[config.mk]
export PLATFORM = sky130hd
export DESIGN_NAME = open_list_arbiter
export DESIGN_NICKNAME = d
export VERILOG_FILES = /design/src/rtl/open_list_pkg.sv /design/src/rtl/rr_arbiter.sv /design/src/rtl/open_list_arbiter.sv
export SDC_FILE = /design/constraint.sdc
export NUM_CORES = 1
export LEC_CHECK = 0
export BUFFER_PORTS_ARGS = -buffer_cell sky130_fd_sc_hd__clkbuf_2
export CORE_MARGIN = 2
export CORE_UTILIZATION = 39
export DETAILED_ROUTE_END_ITERATION = 12
export PLACE_DENSITY_LB_ADDON = 0.15
export RECOVER_POWER = 50
export REMOVE_ABC_BUFFERS = 1
export SLEW_MARGIN = 10
export SYNTH_ARGS = -nofsm -noshare
export SYNTH_HDL_FRONTEND = slang
export SYNTH_HIERARCHICAL = 1
export SYNTH_SLANG_ARGS = --single-unit
[constraint.sdc]
create_clock -name CLK -period 6.19 [get_ports CLK]
set_clock_uncertainty 0.15 [all_clocks]
set_input_delay 0.619 -clock CLK [delete_from_list [all_inputs] [get_ports CLK]]
set_output_delay 0.619 -clock CLK [all_outputs]
set_load 0.05 [all_outputs]
[src/rtl/open_list_pkg.sv]
// Shared types and default sizes for the open-list arbiter.
// Optional statistics counters in open_list_arbiter are enabled by OPEN_LIST_ARBITER_STATS_EN.
package open_list_pkg;

    localparam int unsigned DEF_DATA_WIDTH = 32;
    localparam int unsigned DEF_QUEUE_SIZE = 4;
    localparam int unsigned STAT_W         = 16;

    typedef enum logic [1:0] {
        ST_RUN      = 2'd0,
        ST_COOLDOWN = 2'd1,
        ST_FLUSH    = 2'd2
    } state_t;

endpackage

[src/rtl/rr_arbiter.sv]
// Round-robin one-hot grant; the pointer moves past the winner only when the grant is taken.
module rr_arbiter #(
    parameter int unsigned NUM_REQ = 4
) (
    input  logic               clk,
    input  logic               rst_n,
    input  logic [NUM_REQ-1:0] req,
    input  logic               advance,
    output logic [NUM_REQ-1:0] grant
);

    localparam int unsigned PTR_W = (NUM_REQ > 1) ? $clog2(NUM_REQ) : 1;

    logic [PTR_W-1:0] ptr;
    logic [PTR_W-1:0] ptr_next;

    // First requester at or after the pointer, wrapping around.
    always_comb begin
        logic found;
        grant    = '0;
        ptr_next = ptr;
        found    = 1'b0;
        for (int unsigned k = 0; k < NUM_REQ; k++) begin
            int unsigned idx;
            idx = (32'(ptr) + k) % NUM_REQ;
            if (!found && req[PTR_W'(idx)]) begin
                found                = 1'b1;
                grant[PTR_W'(idx)]   = 1'b1;
                ptr_next             = PTR_W'((idx + 1) % NUM_REQ);
            end
        end
    end

    always_ff @(posedge clk) begin
        if (!rst_n) begin
            ptr <= '0;
        end else if (advance) begin
            ptr <= ptr_next;
        end
    end

endmodule

[src/rtl/open_list_arbiter.sv]
// Arbitrates enqueue/dequeue traffic onto a min-ordered open-list queue, with bypass, replace and flush.
// Define OPEN_LIST_ARBITER_STATS_EN to add saturating enqueue/dequeue/stall counters.
module open_list_arbiter
    import open_list_pkg::*;
#(
    parameter int unsigned NUM_REQ    = 4,
    parameter int unsigned DATA_WIDTH = DEF_DATA_WIDTH,
    parameter int unsigned QUEUE_SIZE = DEF_QUEUE_SIZE
) (
    input  logic                                CLK,
    input  logic                                RSTn,
    input  logic [NUM_REQ-1:0]                  i_enq_valid,
    input  logic [NUM_REQ-1:0][DATA_WIDTH-1:0]  i_enq_f,
    output logic [NUM_REQ-1:0]                  o_enq_ready,
    input  logic                                i_deq_req,
    output logic                                o_deq_grant,
    output logic                                o_deq_valid,
    output logic [DATA_WIDTH-1:0]               o_deq_f,
    input  logic                                i_flush,
    output logic                                o_busy,
    output logic [$clog2(QUEUE_SIZE):0]         o_count,
    output logic                                o_q_wrt,
    output logic                                o_q_read,
    output logic                                o_q_valid,
    output logic [DATA_WIDTH-1:0]               o_q_node_f,
    input  logic                                i_q_ready_deq,
    input  logic                                i_q_ready_enq,
    input  logic                                i_q_ready_rep,
    input  logic                                i_q_valid,
    input  logic [DATA_WIDTH-1:0]               i_q_node_f
`ifdef OPEN_LIST_ARBITER_STATS_EN
    ,
    output logic [STAT_W-1:0]                   o_stat_enq,
    output logic [STAT_W-1:0]                   o_stat_deq,
    output logic [STAT_W-1:0]                   o_stat_stall
`endif
);

    localparam int unsigned CNT_W = $clog2(QUEUE_SIZE) + 1;

    state_t             state;
    state_t             state_next;
    logic [CNT_W-1:0]   count;
    logic [CNT_W-1:0]   count_next;

    logic [NUM_REQ-1:0]    cand;
    logic [DATA_WIDTH-1:0] cand_f;
    logic                  any_cand;
    logic                  empty;
    logic                  full;
    logic                  deq_base;
    logic                  enq_room;
    logic                  head_lose;
    logic                  enq_ok;
    logic                  deq_ok;
    logic                  bypass;
    logic                  flush_rd;
    logic                  q_wrt;
    logic                  q_read;

    rr_arbiter #(
        .NUM_REQ (NUM_REQ)
    ) u_rr (
        .clk     (CLK),
        .rst_n   (RSTn),
        .req     (i_enq_valid),
        .advance (enq_ok),
        .grant   (cand)
    );

    // Grant decisions; a flush request or reset suppresses every grant this cycle.
    always_comb begin
        cand_f = '0;
        for (int k = 0; k < NUM_REQ; k++) begin
            if (cand[k]) begin
                cand_f = cand_f | i_enq_f[k];
            end
        end
        any_cand  = |cand;
        empty     = (count == '0);
        full      = (count == CNT_W'(QUEUE_SIZE));
        deq_base  = RSTn && !i_flush && (state == ST_RUN) && i_deq_req && i_q_ready_deq;
        enq_room  = RSTn && !i_flush &&
                    (((state != ST_FLUSH) && (count < CNT_W'(QUEUE_SIZE))) ||
                     ((state == ST_RUN) && full && deq_base));
        // An invalid head cannot be returned, so it is treated like an empty queue.
        head_lose = empty || !i_q_valid || (cand_f < i_q_node_f);

        enq_ok = 1'b0;
        if (deq_base && !empty) begin
            enq_ok = any_cand && enq_room && (head_lose || i_q_ready_rep);
        end else if (deq_base) begin
            enq_ok = any_cand && enq_room;
        end else begin
            enq_ok = any_cand && enq_room && i_q_ready_enq;
        end

        deq_ok   = deq_base && (!empty || enq_ok);
        bypass   = enq_ok && deq_ok && head_lose;
        flush_rd = RSTn && (state == ST_FLUSH) && !empty && i_q_ready_deq;
        q_wrt    = enq_ok && !bypass;
        q_read   = (deq_ok && !bypass) || flush_rd;
    end

    always_comb begin
        state_next = state;
        case (state)
            ST_RUN: begin
                if (i_flush) begin
                    state_next = ST_FLUSH;
                end else if (q_read) begin
                    state_next = ST_COOLDOWN;
                end
            end
            ST_COOLDOWN: begin
                state_next = i_flush ? ST_FLUSH : ST_RUN;
            end
            ST_FLUSH: begin
                if (empty && !q_read) begin
                    state_next = ST_RUN;
                end
            end
            default: state_next = ST_RUN;
        endcase

        count_next = count;
        if (q_wrt && !q_read) begin
            count_next = count + CNT_W'(1);
        end else if (q_read && !q_wrt) begin
            count_next = count - CNT_W'(1);
        end
    end

    always_ff @(posedge CLK) begin
        if (!RSTn) begin
            state       <= ST_RUN;
            count       <= '0;
            o_deq_valid <= 1'b0;
            o_deq_f     <= '1;
            o_busy      <= 1'b0;
        end else begin
            state       <= state_next;
            count       <= count_next;
            o_deq_valid <= deq_ok;
            o_busy      <= (state_next == ST_FLUSH);
            if (deq_ok) begin
                o_deq_f <= bypass ? cand_f : i_q_node_f;
            end
        end
    end

    assign o_enq_ready = cand & {NUM_REQ{enq_ok}};
    assign o_deq_grant = deq_ok;
    assign o_q_wrt     = q_wrt;
    assign o_q_read    = q_read;
    assign o_q_valid   = q_wrt | q_read;
    assign o_q_node_f  = cand_f;
    assign o_count     = count;

`ifdef OPEN_LIST_ARBITER_STATS_EN
    logic stall;

    assign stall = ((|i_enq_valid) && !enq_ok) || (i_deq_req && !deq_ok);

    // Saturating activity counters.
    always_ff @(posedge CLK) begin
        if (!RSTn) begin
            o_stat_enq   <= '0;
            o_stat_deq   <= '0;
            o_stat_stall <= '0;
        end else begin
            if (enq_ok && (o_stat_enq != '1)) begin
                o_stat_enq <= o_stat_enq + STAT_W'(1);
            end
            if (deq_ok && (o_stat_deq != '1)) begin
                o_stat_deq <= o_stat_deq + STAT_W'(1);
            end
            if (stall && (o_stat_stall != '1)) begin
                o_stat_stall <= o_stat_stall + STAT_W'(1);
            end
        end
    end
`endif

endmodule

==> impl_metrics.prom <==
# TYPE chip_impl_metric gauge
chip_impl_metric{name="worst_ep_arrival_time",unit="ps"} 5230
chip_impl_metric{name="clkLatencyLatePin",unit="ps"} 310
chip_impl_metric{name="dieHeight",unit="µm"} 104
chip_impl_metric{name="drt_pass1_iterations",unit=""} 5
chip_impl_metric{name="yosysSeqAreaShare",unit=""} 0.212
chip_impl_metric{name="design.die.area",unit="µm²"} 10700
chip_impl_info{name="mostFrequentLayoutCells",value="sky130_fd_sc_hd__clkbuf_2 (192), sky130_fd_sc_hd__nand2_1 (121), sky130_fd_sc_hd__a22oi_1 (64), sky130_fd_sc_hd__clkbuf_1 (54), sky130_fd_sc_hd__dfxtp_1 (40)"} 1
chip_impl_metric{name="yosys_register_bits",unit=""} 41
chip_impl_metric{name="synth_area_per_cell",unit="µm²"} 7.52
chip_impl_metric{name="post_route_wl",unit="mm"} 16.0
chip_impl_metric{name="detailed_place_hpwl",unit="mm"} 12.2
chip_impl_metric{name="vias_per_cell",unit=""} 5.58
chip_impl_metric{name="route.detailed.wl_per_inst",unit="µm"} 18.0
chip_impl_metric{name="syn-instance-count",unit=""} 515
chip_impl_metric{name="highest_net_fanout_along_the_worst_path",unit=""} 17
chip_impl_metric{name="timing_max_transition_violations_final",unit=""} 0
chip_impl_info{name="root_buffer",value="sky130_fd_sc_hd__clkbuf_8"} 1
chip_impl_metric{name="design.portCount",unit=""} 249
chip_impl_metric{name="synth_enable_flop_cells",unit=""} 0
chip_impl_metric{name="clock_power_share",unit=""} 0.105
chip_impl_info{name="holdCritPathClass",value="input pin to flip-flop"} 1
chip_impl_metric{name="grt_pass1_vias",unit=""} 4990
chip_impl_metric{name="timing.final.crit_period",unit="ps"} 6000
chip_impl_metric{name="pwr_density_cell",unit="nW/µm²"} 334
chip_impl_metric{name="clk_transition_reported_paths",unit="ps"} 90
chip_impl_metric{name="tightestPinTransition",unit="ps"} 631
chip_impl_info{name="synthTopCellsByArea",value="sky130_fd_sc_hd__dfxtp_1 (21%), sky130_fd_sc_hd__a22oi_1 (12%), sky130_fd_sc_hd__ha_1 (12%)"} 1
chip_impl_metric{name="grt_first_pass_wirelength",unit="mm"} 24.7
chip_impl_metric{name="synth_top_cell_area_share",unit=""} 0.212
chip_impl_metric{name="cts-buffers-inserted",unit=""} 5
chip_impl_metric{name="diodes_inserted",unit=""} 0
chip_impl_metric{name="finalHoldWorstSlack",unit="ps"} 372
chip_impl_metric{name="part_of_the_total_power_dissipated_in_sequential_elements",unit=""} 0.165
chip_impl_metric{name="layout.nets",unit=""} 965
chip_impl_metric{name="final_min_period_over_clock_period",unit=""} 0.969
chip_impl_metric{name="die_width",unit="µm"} 104
chip_impl_metric{name="setup-tns-final",unit="ps"} 0
chip_impl_metric{name="cts-root-to-sink-buffers",unit=""} 2
chip_impl_metric{name="cell_row_count",unit=""} 36
chip_impl_metric{name="ys_async_sr_fraction",unit=""} 0
chip_impl_metric{name="synth-warning-count",unit=""} 6
chip_impl_metric{name="report.final.setup_viol",unit=""} 0
chip_impl_metric{name="r2r.worst_path.cells",unit=""} 23
chip_impl_info{name="outcome",value="complete, no violations"} 1
chip_impl_metric{name="area_delta_synth_final",unit="%"} 38.0
chip_impl_metric{name="route.antenna.remaining_nets",unit=""} 0
chip_impl_metric{name="drt-initial-drc-count",unit=""} 306
chip_impl_info{name="worst_setup_path_start_kind",value="flip-flop"} 1
chip_impl_info{name="leading_cell_type_in_the_layout_fill_and_taps_excluded",value="sky130_fd_sc_hd__clkbuf_2"} 1
chip_impl_metric{name="fmax",unit="MHz"} 167
chip_impl_metric{name="initial_utilization",unit=""} 0.400
chip_impl_metric{name="timing.final.hold_violations",unit=""} 0
chip_impl_metric{name="place_congestion",unit=""} 0.917
chip_impl_metric{name="slew-limit-headroom",unit=""} 0.581
chip_impl_metric{name="syn-cell-area",unit="µm²"} 3870
chip_impl_metric{name="power_switching",unit="mW"} 1.05
chip_impl_metric{name="power.combinational.fraction",unit=""} 0.729
chip_impl_metric{name="p_leak",unit="nW"} 2.91
chip_impl_metric{name="cts_hold_buffers",unit=""} 0
chip_impl_metric{name="swShare",unit=""} 0.592
chip_impl_metric{name="core-area",unit="µm²"} 9680
chip_impl_metric{name="grt_start_max_net_pins",unit=""} 46
chip_impl_metric{name="number_of_h_tree_levels",unit=""} 2
chip_impl_metric{name="worst_hold_path.num_cells",unit=""} 2
chip_impl_metric{name="route.detailed.drc",unit=""} 0
chip_impl_info{name="synth_area_leader",value="sky130_fd_sc_hd__dfxtp_1"} 1
chip_impl_info{name="critPathCaptureType",value="primary output"} 1
chip_impl_info{name="clock_tree_from_tritoncts",value="done"} 1
chip_impl_metric{name="synth.distinct_cells",unit=""} 54
chip_impl_metric{name="numClockSinks",unit=""} 41
chip_impl_metric{name="vias",unit=""} 4959
chip_impl_metric{name="irDropWorstVdd",unit="µV"} 214
chip_impl_metric{name="io_buffers",unit=""} 248
chip_impl_metric{name="final_layout_size_suffix_gt1_frac",unit=""} 0.319
chip_impl_metric{name="globalRouteTotalUtil",unit=""} 0.282
chip_impl_metric{name="required",unit="ps"} 5420
chip_impl_metric{name="cell_internal_pwr",unit="µW"} 728
chip_impl_info{name="worst-setup-path-type",value="flip-flop to primary output"} 1
chip_impl_info{name="dominantRegCellSynth",value="sky130_fd_sc_hd__dfxtp_1"} 1
chip_impl_metric{name="globalRoute.totalOverflow",unit=""} 0
chip_impl_metric{name="drv_cap",unit=""} 0
chip_impl_metric{name="antenna_found_initial",unit=""} 0
## power by group through the flow
stage | Sequential, mW | Combinational (mW) | Clock (mW)
3_3_place_gp | 0.300 | 1.26 | 0
2_1_floorplan | 0.342 | 0.858 | 0
6_report | 0.295 | 1.30 | 0.188
5_1_grt | 0.297 | 1.40 | 0.202
4_1_cts | 0.294 | 1.29 | 0.191
3_5_place_dp | 0.300 | 1.28 | 0
## registers in the layout, summed over array words and instances, names as in the netlist
register and cells:
o_deq_f 32, state 2, u_rr/ptr 2, o_deq_valid 1
o_count 3, o_busy 1
## worst paths after layout
path / from / to / slack, ps
worst max-delay path: u_rr/ptr[1] / o_q_valid / 190
worst min-delay path: i_q_node_f[3] / o_deq_f[3] / 370
worst max register to register: u_rr/ptr[1] / o_count[2] / 340
worst min register to register: o_deq_f[11] / o_deq_f[11] / 400
## cells by family after synthesis
logic type / count (synthesis) / synth area share
adder cells (fa/ha/maj): 39 / 0.128
multiplexers: 5 / 0.0226
XOR/XNOR: 3 / 0.00679
AND/OR/NAND/NOR: 198 / 0.243
AO/OA/AOI/OAI: 152 / 0.303
buffers and inverters: 77 / 0.0853
flip-flops: 41 / 0.212
## area by class of cell
type	instances	area, µm²
clock buffers	6	72.6
repair buffers	267	1350
fillers	962	4340
well taps	133	166
inverters	41	154
flip-flops and latches	41	822
multi-input cells	398	2770
clock inverters	2	10.0
## cell usage after synthesis (all sizes together), types with 3 or more instances
cell type  number
and3           21
nand4           8
nand3b          7
buf             8
nor2           13
nand2         121
mux4            3
nand2b          3
dfxtp          41
clkbuf         28
and2            5
o21ai          10
nor2b           7
a21oi          21
a221o          17
a22oi          64
inv            41
ha             38
a211oi          3
nor3            3
a211o          20
## critical path, stage by stage (launching register included)
cell and delay (ps):
sky130_fd_sc_hd__dfxtp_2 410, sky130_fd_sc_hd__inv_1 80, sky130_fd_sc_hd__ha_2 430, sky130_fd_sc_hd__mux4_2 580, sky130_fd_sc_hd__nand2_1 100, sky130_fd_sc_hd__a21oi_1 60, sky130_fd_sc_hd__a221o_2 430, sky130_fd_sc_hd__buf_4 260
sky130_fd_sc_hd__a22oi_1 190, sky130_fd_sc_hd__nand2_1 170, sky130_fd_sc_hd__ha_1 360, sky130_fd_sc_hd__o21ai_0 110, sky130_fd_sc_hd__a2111oi_2 370, sky130_fd_sc_hd__o21ai_1 150, sky130_fd_sc_hd__and3_4 260, sky130_fd_sc_hd__a211oi_4 280
sky130_fd_sc_hd__a41oi_1 110, sky130_fd_sc_hd__ha_1 250, sky130_fd_sc_hd__inv_1 60, sky130_fd_sc_hd__clkbuf_4 230
## through the flow
| step | std cells | cell area, µm² | util | setup slack, ps | total power [mW] |
|---|---|---|---|---|---|
| final | 888 | 5340 | 0.552 | 191 | 1.78 |
| after global routing | 888 | 5340 | 0.552 | -36.8 | 1.90 |
| after CTS | 885 | 5350 | 0.552 | 24.3 | 1.77 |
| after detailed placement | 877 | 5250 | 0.542 | 74.2 | 1.58 |
| after global placement | 877 | 5250 | 0.542 | 272 | 1.56 |
| after floorplan | 479 | 3690 | - | -1120 | 1.20 |
## repair_timing
| action | in CTS | in global routing |
|---|---|---|
| buffers inserted | 0 | 2 |
| gates resized for setup | 8 | 8 |
| cloned | 0 | 1 |
| pin swaps | 0 | 0 |
| endpoints found under the setup margin | 2 | 3 |
## layer usage
layer  global-route usage  up-vias  share of wire
met5                    0        -              0
met2                0.536      247           0.51
met4               0.0763        0          0.015
met1                0.319     2317           0.40
met3               0.0554       26          0.073
li1                     -     2369              -
No activity file was read; power rests on OpenSTA's default activity.
